<file path="config.mk">
export PLATFORM = sky130hd
export DESIGN_NAME = bnn_popcount_neuron
export DESIGN_NICKNAME = d
export VERILOG_FILES = /design/src/rtl/bnn_pkg.sv /design/src/rtl/bnn_popcount.sv /design/src/rtl/bnn_popcount_neuron.sv
export SDC_FILE = /design/constraint.sdc
export NUM_CORES = 1
export LEC_CHECK = 0
export CELL_PAD_IN_SITES_DETAIL_PLACEMENT = 1
export CELL_PAD_IN_SITES_GLOBAL_PLACEMENT = 2
export CORE_AREA = 4 4 92 94
export DETAILED_ROUTE_END_ITERATION = 8
export DIE_AREA = 0 0 96 98
export PLACE_DENSITY_LB_ADDON = 0.1
export SLEW_MARGIN = 20
export SYNTH_ARGS = -nofsm -noshare
export SYNTH_HDL_FRONTEND = slang
export SYNTH_SLANG_ARGS = --single-unit
</file>
<file path="constraint.sdc">
create_clock -name clk -period 5.6 [get_ports clk]
set_clock_uncertainty 0.15 [all_clocks]
set_input_delay 0.84 -clock clk [delete_from_list [all_inputs] [get_ports clk]]
set_output_delay 0.84 -clock clk [all_outputs]
set_load 0.02 [all_outputs]
</file>
<file path="src/rtl/bnn_pkg.sv">
// Shared types and default sizing for the binary-neuron datapath.
// Imported by bnn_popcount_neuron and by later layers that reuse the popcount.
package bnn_pkg;

    localparam int DEF_DATA_W = 8;
    localparam int DEF_BEATS  = 98;
    localparam int DEF_ACC_W  = 10;
    localparam int DEF_CNT_W  = 7;

    typedef enum logic [1:0] {
        IDLE  = 2'd0,
        ACCUM = 2'd1,
        DONE  = 2'd2
    } state_e;

    typedef enum logic {
        MODE_AND  = 1'b0,
        MODE_XNOR = 1'b1
    } mode_e;

endpackage : bnn_pkg

</file>
<file path="src/rtl/bnn_popcount.sv">
// Combinational popcount built as a balanced adder tree by splitting the word
// in halves recursively; a single bit is its own count.
module bnn_popcount #(
    parameter int DATA_W = 8
) (
    input  logic [DATA_W-1:0]           data,
    output logic [$clog2(DATA_W+1)-1:0] count
);

    localparam int OUT_W = $clog2(DATA_W + 1);

    generate
        if (DATA_W == 1) begin : g_leaf
            assign count = data;
        end else begin : g_split
            localparam int LO_N = DATA_W / 2;
            localparam int HI_N = DATA_W - LO_N;
            localparam int LO_W = $clog2(LO_N + 1);
            localparam int HI_W = $clog2(HI_N + 1);

            logic [LO_W-1:0] lo_cnt;
            logic [HI_W-1:0] hi_cnt;

            bnn_popcount #(.DATA_W(LO_N)) u_lo (
                .data  (data[LO_N-1:0]),
                .count (lo_cnt)
            );

            bnn_popcount #(.DATA_W(HI_N)) u_hi (
                .data  (data[DATA_W-1:LO_N]),
                .count (hi_cnt)
            );

            assign count = OUT_W'(lo_cnt) + OUT_W'(hi_cnt);
        end
    endgenerate

endmodule : bnn_popcount

</file>
<file path="src/rtl/bnn_popcount_neuron.sv">
// Streaming binary neuron: per-beat AND/XNOR + popcount, accumulated over a frame,
// result and threshold fire bit presented on valid/ready. BNN_ACC_SATURATE_EN adds clamping and out_ovf.
module bnn_popcount_neuron
    import bnn_pkg::*;
#(
    parameter int DATA_W = DEF_DATA_W,
    parameter int BEATS  = DEF_BEATS,
    parameter int ACC_W  = DEF_ACC_W,
    parameter int CNT_W  = DEF_CNT_W
) (
    input  logic              clk,
    input  logic              rst_n,
    input  logic              clear,
    input  logic              mode,
    input  logic [ACC_W-1:0]  threshold,
    input  logic              in_valid,
    output logic              in_ready,
    input  logic [DATA_W-1:0] in_data,
    input  logic [DATA_W-1:0] in_wgt,
    input  logic              in_last,
    output logic              out_valid,
    input  logic              out_ready,
    output logic [ACC_W-1:0]  out_sum,
    output logic              out_fire,
`ifdef BNN_ACC_SATURATE_EN
    output logic              out_ovf,
`endif
    output logic [CNT_W-1:0]  beat_cnt
);

    localparam int PC_W = $clog2(DATA_W + 1);

    state_e            state, state_n;
    logic [ACC_W-1:0]  acc, acc_n, acc_base, acc_add;
    logic [CNT_W-1:0]  cnt_n;
    mode_e             mode_q, mode_n, mode_eff;
    logic [ACC_W-1:0]  thr_q, thr_n;
    logic              in_ready_q;
    logic [DATA_W-1:0] beat_word;
    logic [PC_W-1:0]   beat_pop;
    logic              accept;
    logic              last_beat;
`ifdef BNN_ACC_SATURATE_EN
    logic              ovf_q, ovf_n;
    logic              clamp;
    logic [ACC_W:0]    sum_ext;
`endif

    // A beat is never taken in a cycle where clear is asserted.
    assign in_ready = in_ready_q & ~clear;
    assign accept   = in_valid & in_ready;

    // The first beat of a frame uses the live mode; later beats use the latched one.
    assign mode_eff  = (state == IDLE) ? mode_e'(mode) : mode_q;
    assign beat_word = (mode_eff == MODE_XNOR) ? ~(in_data ^ in_wgt) : (in_data & in_wgt);

    bnn_popcount #(.DATA_W(DATA_W)) u_popcount (
        .data  (beat_word),
        .count (beat_pop)
    );

    assign acc_base = (state == IDLE) ? '0 : acc;

`ifdef BNN_ACC_SATURATE_EN
    assign sum_ext = {1'b0, acc_base} + (ACC_W + 1)'(beat_pop);
    assign clamp   = sum_ext[ACC_W];
    assign acc_add = clamp ? '1 : sum_ext[ACC_W-1:0];
`else
    assign acc_add = acc_base + ACC_W'(beat_pop);
`endif

    // Frame ends on in_last or on the beat that brings the count to BEATS; both at once end it once.
    assign last_beat = in_last |
                       ((state == IDLE) ? (BEATS == 1) : (beat_cnt == CNT_W'(BEATS - 1)));

    always_comb begin
        // NOTE: every variable gets a default first so no path leaves one unassigned (no latches).
        state_n = state;
        acc_n   = acc;
        cnt_n   = beat_cnt;
        mode_n  = mode_q;
        thr_n   = thr_q;
`ifdef BNN_ACC_SATURATE_EN
        ovf_n   = ovf_q;
`endif

        if (clear) begin
            state_n = IDLE;
            acc_n   = '0;
            cnt_n   = '0;
`ifdef BNN_ACC_SATURATE_EN
            ovf_n   = 1'b0;
`endif
        end else begin
            unique case (state)
                IDLE: begin
                    acc_n = '0;
                    cnt_n = '0;
                    if (accept) begin
                        acc_n   = acc_add;
                        cnt_n   = CNT_W'(1);
                        mode_n  = mode_e'(mode);
                        thr_n   = threshold;
                        state_n = last_beat ? DONE : ACCUM;
`ifdef BNN_ACC_SATURATE_EN
                        ovf_n   = clamp;
`endif
                    end
                end
                ACCUM: begin
                    if (accept) begin
                        acc_n = acc_add;
                        cnt_n = beat_cnt + CNT_W'(1);
`ifdef BNN_ACC_SATURATE_EN
                        ovf_n = ovf_q | clamp;
`endif
                        if (last_beat) begin
                            state_n = DONE;
                        end
                    end
                end
                DONE: begin
                    if (out_ready) begin
                        state_n = IDLE;
                        acc_n   = '0;
                        cnt_n   = '0;
`ifdef BNN_ACC_SATURATE_EN
                        ovf_n   = 1'b0;
`endif
                    end
                end
                default: begin
                    state_n = IDLE;
                    acc_n   = '0;
                    cnt_n   = '0;
                end
            endcase
        end
    end

    // NOTE: sequential state uses non-blocking assignments so all flops update from pre-edge values.
    always_ff @(posedge clk or negedge rst_n) begin
        if (!rst_n) begin
            state      <= IDLE;
            acc        <= '0;
            beat_cnt   <= '0;
            mode_q     <= MODE_AND;
            thr_q      <= '0;
            in_ready_q <= 1'b0;
`ifdef BNN_ACC_SATURATE_EN
            ovf_q      <= 1'b0;
`endif
        end else begin
            state      <= state_n;
            acc        <= acc_n;
            beat_cnt   <= cnt_n;
            mode_q     <= mode_n;
            thr_q      <= thr_n;
            in_ready_q <= (state_n != DONE);
`ifdef BNN_ACC_SATURATE_EN
            ovf_q      <= ovf_n;
`endif
        end
    end

    // Outputs decode registered state only; acc and thr_q are frozen while DONE waits.
    assign out_valid = (state == DONE);
    assign out_sum   = out_valid ? acc : '0;
    assign out_fire  = out_valid & (acc >= thr_q);
`ifdef BNN_ACC_SATURATE_EN
    assign out_ovf   = ovf_q;
`endif

endmodule : bnn_popcount_neuron

</file>
# Yosys cells after proc, flatten, opt, wreduce, memory -nomap -nowiden
# Cells that the tools add are included.
# Widths: inputs -> output; s select.
# word_totals
in_bits,33
latch_bits,0
wordCells,55
out_inout_bits,20
ff_bits,31
ram_bits,0
mem_bits_ro,0
memories,0
# classes
n_shift,0
n_reduce_logical,3
n_eq_ne,6
order_cmp,1
add_sub_neg,9
div,0
multipliers,0
bitwise,8
n_mux,22
# ops
cell,count
$mux 10,6
$pmux 10 s3,1
$mux 7,3
$pmux 7 s3,1
$mux 2,6
$add 10x4->10,1
$ge 10x10->1,1
$add 1x1->2,4
$and 8x8->8,1
$mux 8,1
$not 8->8,1
$xor 8x8->8,1
$add 7x1->7 const B,1
$eq 7x7->1 const B,1
$add 2x2->3,2
$pmux 2 s3,1
$add 3x3->4,1
$and 1x1->1,3
$mux 1,3
$ne 3x2->1 const B,1
$ne 3x3->1 const B,1
$reduce_and 3->1,1
$eq 2x1->1 const B,1
$eq 2x2->1 const B,1
5 further kinds,5

# Depth between registers and ports, before layout
# Gate-level depths: netlist (run 1).
# depth
ltp_word,10
mapped_depth,16
ltp_nobuf,15

# By module
# From an unflattened synthesis (run 1), not the netlist that was laid out.
# unflattened
hier_cells,285
area_unflattened_um2,2583.7
# by_module_without_submodules
mod,area_each_um2,n_inst,cells_per_inst,seq_area_each_um2
bnn_popcount_neuron,2275.9,1,247,775.7
bnn_popcount at u_popcount.g_split.u_hi ...,51.3,2,7,0.0
bnn_popcount at u_popcount,95.1,1,12,0.0
bnn_popcount at u_popcount.g_split.u_hi.g_split.u_hi.g_split.u_hi ...,7.5,8,1,0.0
bnn_popcount at u_popcount.g_split.u_hi.g_split.u_hi ...,12.5,4,1,0.0

# Worst setup path after synthesis (run 1)
# OpenSTA, ideal clock, no wires.
# synth_timing
kind,input -> register
startpoint,input port mode
endpoint,register acc[8]
arrival_ns,4.628
t_required_ns,5.326
path_buffers,1
stages,14
setup_slack_ns,0.698
cell_sequence,mux2_2 buf_2 a21oi_1 fa_1 fa_1 inv_1 fa_1 inv_1 fa_1 fa_1 nand3_1 nand2_1 and4_1 a211o_1
# synth_via
elab_chain_cells,9
# synth_rtl
element,line,source
start: declaration,bnn_popcount_neuron.sv:14,"input logic mode,"
$mux 1 *,bnn_popcount_neuron.sv:54,assign mode_eff = (state == IDLE) ? mode_e'(mode) : mode_q;
$mux 8 *,bnn_popcount_neuron.sv:55,assign beat_word = (mode_eff == MODE_XNOR) ? ~(in_data ^ in_wgt) : (in_data & in_wgt);
$add 1x1->2,bnn_popcount.sv:34,assign count = OUT_W'(lo_cnt) + OUT_W'(hi_cnt);
$add 2x2->3,bnn_popcount.sv:34,
$add 3x3->4 *,bnn_popcount.sv:34,
$add 10x4->10 *,bnn_popcount_neuron.sv:69,assign acc_add = acc_base + ACC_W'(beat_pop);
"$mux 10, on equally long branches","bnn_popcount_neuron.sv:111, bnn_popcount_neuron.sv:99",
$pmux 10 s3 *,bnn_popcount_neuron.sv:95,unique case (state)
$mux 10 *,bnn_popcount_neuron.sv:87,if (clear) begin
end signal: assignment,bnn_popcount_neuron.sv:155,acc <= acc_n;
end: declaration,bnn_popcount_neuron.sv:34,"logic [ACC_W-1:0] acc, acc_n, acc_base, acc_add;"
# Mark *: on every way between the ends. The rest lies on a longest branch, timed or not. The select of a mux whose other input is x is not followed.
# A chain may end at the register's enable or synchronous reset.

# Worst setup path after layout (run 1)
# Same ends and word-level chain as after synthesis.

==> impl_results.md, run 1 <==
- Detail Placement HPWL: 4.590 mm
- Simple-Gate Fraction of Synth Area: 0.1739
- TritonCTS Buffers: 5
- Clk root buf: clkbuf_8
- Period Utilization, post-route: 0.9124
- Vias per std cell: 4.892
- Syn Area/Cell: 9.682 um^2
- Number of diodes: 0
- Total gr overflow: 0
- Worst Hold Path Cells: 1
- Register-to-Register Path Depth: 14
- Clock power frac: 0.226
- First-pass GRT wire length: 9.984 mm
- Tmin final: 5.109 ns
- Maximum root-to-sink buffer count: 2
- Seq/Total Area, Yosys: 0.3381
- Worst path depth: 14
- PnR Total Power: 775.4 uW
- F_max: 0.1957 GHz
- TNS Setup: 0 ns
- Status: finished clean
- Crit-path slowest cell: fa_1
- Fill cells: 896
- Worst min-delay path class: reg -> reg
- Slew margin rel.: 0.6126
- Destination of the worst hold path: mode_q$_DFFE_PN0P_
- Crit path cell chain: clkdlybuf4s50_1, mux2_2, a21oi_1, fa_1, fa_1, inv_1, fa_1, inv_1, fa_1, fa_1, nand3_1, nand2_1, and4_1, a211o_1
- Net Switching: 277.8 uW
- Fin. Hold Viols: 0
- Placed Cells: 390
- RSZ-0062 raised after global routing: false
- CP most frequent cell: fa_1
- Die area: 9408 um^2
- Post-CTS Setup Bufs: 0
- RD Place Congestion: 0.7786
- CTS Hold Bufs: 0
- Netlist Area Pre-Place: 2295 um^2
- Critical Path End Type: flip-flop
- CTS clk-pin slew, worst paths: 0.07 ns
- Share of cells above drive strength 1: 0.07770
- FF+latch count, synth: 31
- Worst path bufs/invs: 3
- P per Cell Area: 256.8 nW/um^2
- Post-synth EDFFs: 0
- IO Count: 53
- Vias in the first global route: 2,030
- WP data required: 5.61 ns
- Synth Instances: 237
- Adder-cell share of the synthesized area: 0.1854
- Starting Density: 0.3001
- Clock sinks: 31
- Avg WL per Cell: 14.84 um
- Antenna Violating Nets Remaining: 0
- Comb power frac: 0.424
- Layout Area Growth over Synthesis: 31.57%
- Post-cts resize count: 0
- Chip width: 96 um
- Hold slack: 0.3353 ns
- Max_cap viols: 0
- Syn Nets: 301
- All-layer global routing usage: 0.1350
- DRT iter0 DRCs: 45
- Area of the multi-input gates: 1401 um^2
- Detailed Route WL: 5.906 mm
- Top delay family on crit path: adder cells
- Net Sw Frac: 0.3582
- CTS tree: done
- Critical path class: in -> reg
- Compound-gate portion of the synthesized area: 0.2203
- H-tree depth: 2
- Pre-antenna DRT Iters: 4
- Yosys warns: 0
- Worst-Margin Slew: 0.5793 ns
- Worst-path fanout max: 6
- Storage cell area: 775.7 um^2
- Reg power frac: 0.351
- Row cnt: 32
- Pin count of the biggest net entering global routing: 32
- RR Startpoint: state[0]$_DFF_PN0_
- Internal power: 497.6 uW
- Die height: 98 um
- Final Max Slew Viols: 0
- Mux contribution to synthesized area: 0.01963
- Netlist cell types: 55
- Startpoint Class: input pin
- Vias: 1,947
- Clk_lat worst skew: 0.29 ns
- Peak VDD IR: 0.08760 mV
- Final core utilization: 0.3948
- R2R Setup Slk: 0.77 ns
- Commonest non-fill, non-tap cells in the layout: clkdlybuf4s50_1 (52), dfrtp_1 (31), ha_1 (26)
- XOR/XNOR Fraction of Synth Area: 0.01145
- Crit path arrival time: 5.12 ns
- Async SR Flop Fraction: 1.000
- Final cell count without fillers: 398
- Initial antenna violation count: 0
- Largest family of logic cells by synthesized area: compound AO/OA/AOI/OAI gates
- Core Area: 7647 um^2
- Hold wc startpoint: mode_q$_DFFE_PN0P_
- Commonest non-fill, non-tap cell in the layout: clkdlybuf4s50_1
- P_leak: 0.001437 uW
- Final Setup Violations: 0
- FF-to-FF End: acc[8]$_DFFE_PN0P_
- NumNets Final: 359
- CP peak stage delay: 0.56 ns
- # DRC: 0
- Synth Flop Type: dfrtp_1
- PortBufs: 52
==> cells in the mapped netlist (2+ instances only) <==
cell type	n	area (um^2)
and2_1	12	75.07
nor3b_1	3	22.52
o21ai_0	5	25.02
and3_1	4	25.02
o22ai_1	4	25.02
dfrtp_1	31	775.7
o21a_1	4	30.03
o21ai_1	11	55.05
nor4_1	3	18.77
nand3_1	4	20.02
mux2_2	2	22.52
mux2_1	2	22.52
fa_1	5	100.1
a21oi_1	13	65.06
ha_1	26	325.3
buf_4	3	22.52
o211a_1	2	20.02
nor2b_1	2	12.51
a31oi_1	2	12.51
a22o_1	7	61.31
buf_2	3	15.01
a211o_1	7	61.31
inv_1	16	60.06
xnor2_1	2	17.52
o32ai_1	2	17.52
nor2_1	11	41.29
nand2_1	20	75.07
a21o_1	4	30.03
==> per-stage QoR <==
| stage | instance area, um^2 | setup slack, ns |
|---|---|---|
| 2_1_floorplan | 2295 | 0.6980 |
| 3_3_place_gp | 2938 | 0.2738 |
| 3_5_place_dp | 2938 | 0.1971 |
| 4_1_cts | 3019 | 0.4641 |
| 5_1_grt | 3019 | 0.2983 |
| 6_report | 3019 | 0.4906 |
==> worst max-delay path by stage <==
stage | end | slack (ns) | from
2_1_floorplan | acc[8]$_DFFE_PN0P_ | 0.70 | mode
3_3_place_gp | acc[8]$_DFFE_PN0P_ | 0.27 | mode
3_5_place_dp | acc[8]$_DFFE_PN0P_ | 0.20 | mode
4_1_cts | acc[8]$_DFFE_PN0P_ | 0.46 | mode
5_1_grt | acc[8]$_DFFE_PN0P_ | 0.30 | mode
6_report | acc[8]$_DFFE_PN0P_ | 0.49 | mode
==> power by group through the flow <==
stage	Clock (uW)	Combinational, uW	Sequential (uW)
after detailed placement	0	336	277
after floorplan	0	238	272
after CTS	181	338	273
after global routing	189	385	278
after global placement	0	332	275
final	175	329	272
==> sequential cells by signal (all words and copies together), names as in the netlist <==
signal,cells
mode_q,1
thr_q,10
in_ready_q,1
acc,10
state,2
beat_cnt,7
==> metal layers <==
metal,share of wire,GRT usage,up-vias
li1,-,-,982
met4,0.0097,0.03282,0
met3,0.037,0.02773,7
met2,0.45,0.2108,36
met5,0,0,-
met1,0.51,0.1898,922
==> layout make-up <==
cell class / count / share of cell area
Inverter: 16 / 0.01989
Clock buffer: 7 / 0.02528
Multi-Input combinational cell: 182 / 0.4642
Sequential cell: 31 / 0.2569
Clock inverter: 1 / 0.001658
Timing Repair Buffer: 59 / 0.1898
Tap cell: 102 / 0.04227
==> kinds of logic after synthesis <==
group | Yosys count
buffers and inverters | 24
AOI/OAI and AO/OA | 72
muxes | 4
and+or+nand+nor | 72
adders and majority gates | 31
DFF | 31
xor gates and xnor gates | 3
No activity file was read; power rests on OpenSTA's default activity.
==> inputs of run 2 (changes only) <==
- ABC_CLOCK_PERIOD_IN_PS: default -> 5600
- CAP_MARGIN: default -> 30
==> results of run 2 <==
The final DEF is identical to that of run 1; final timing and power are the same.
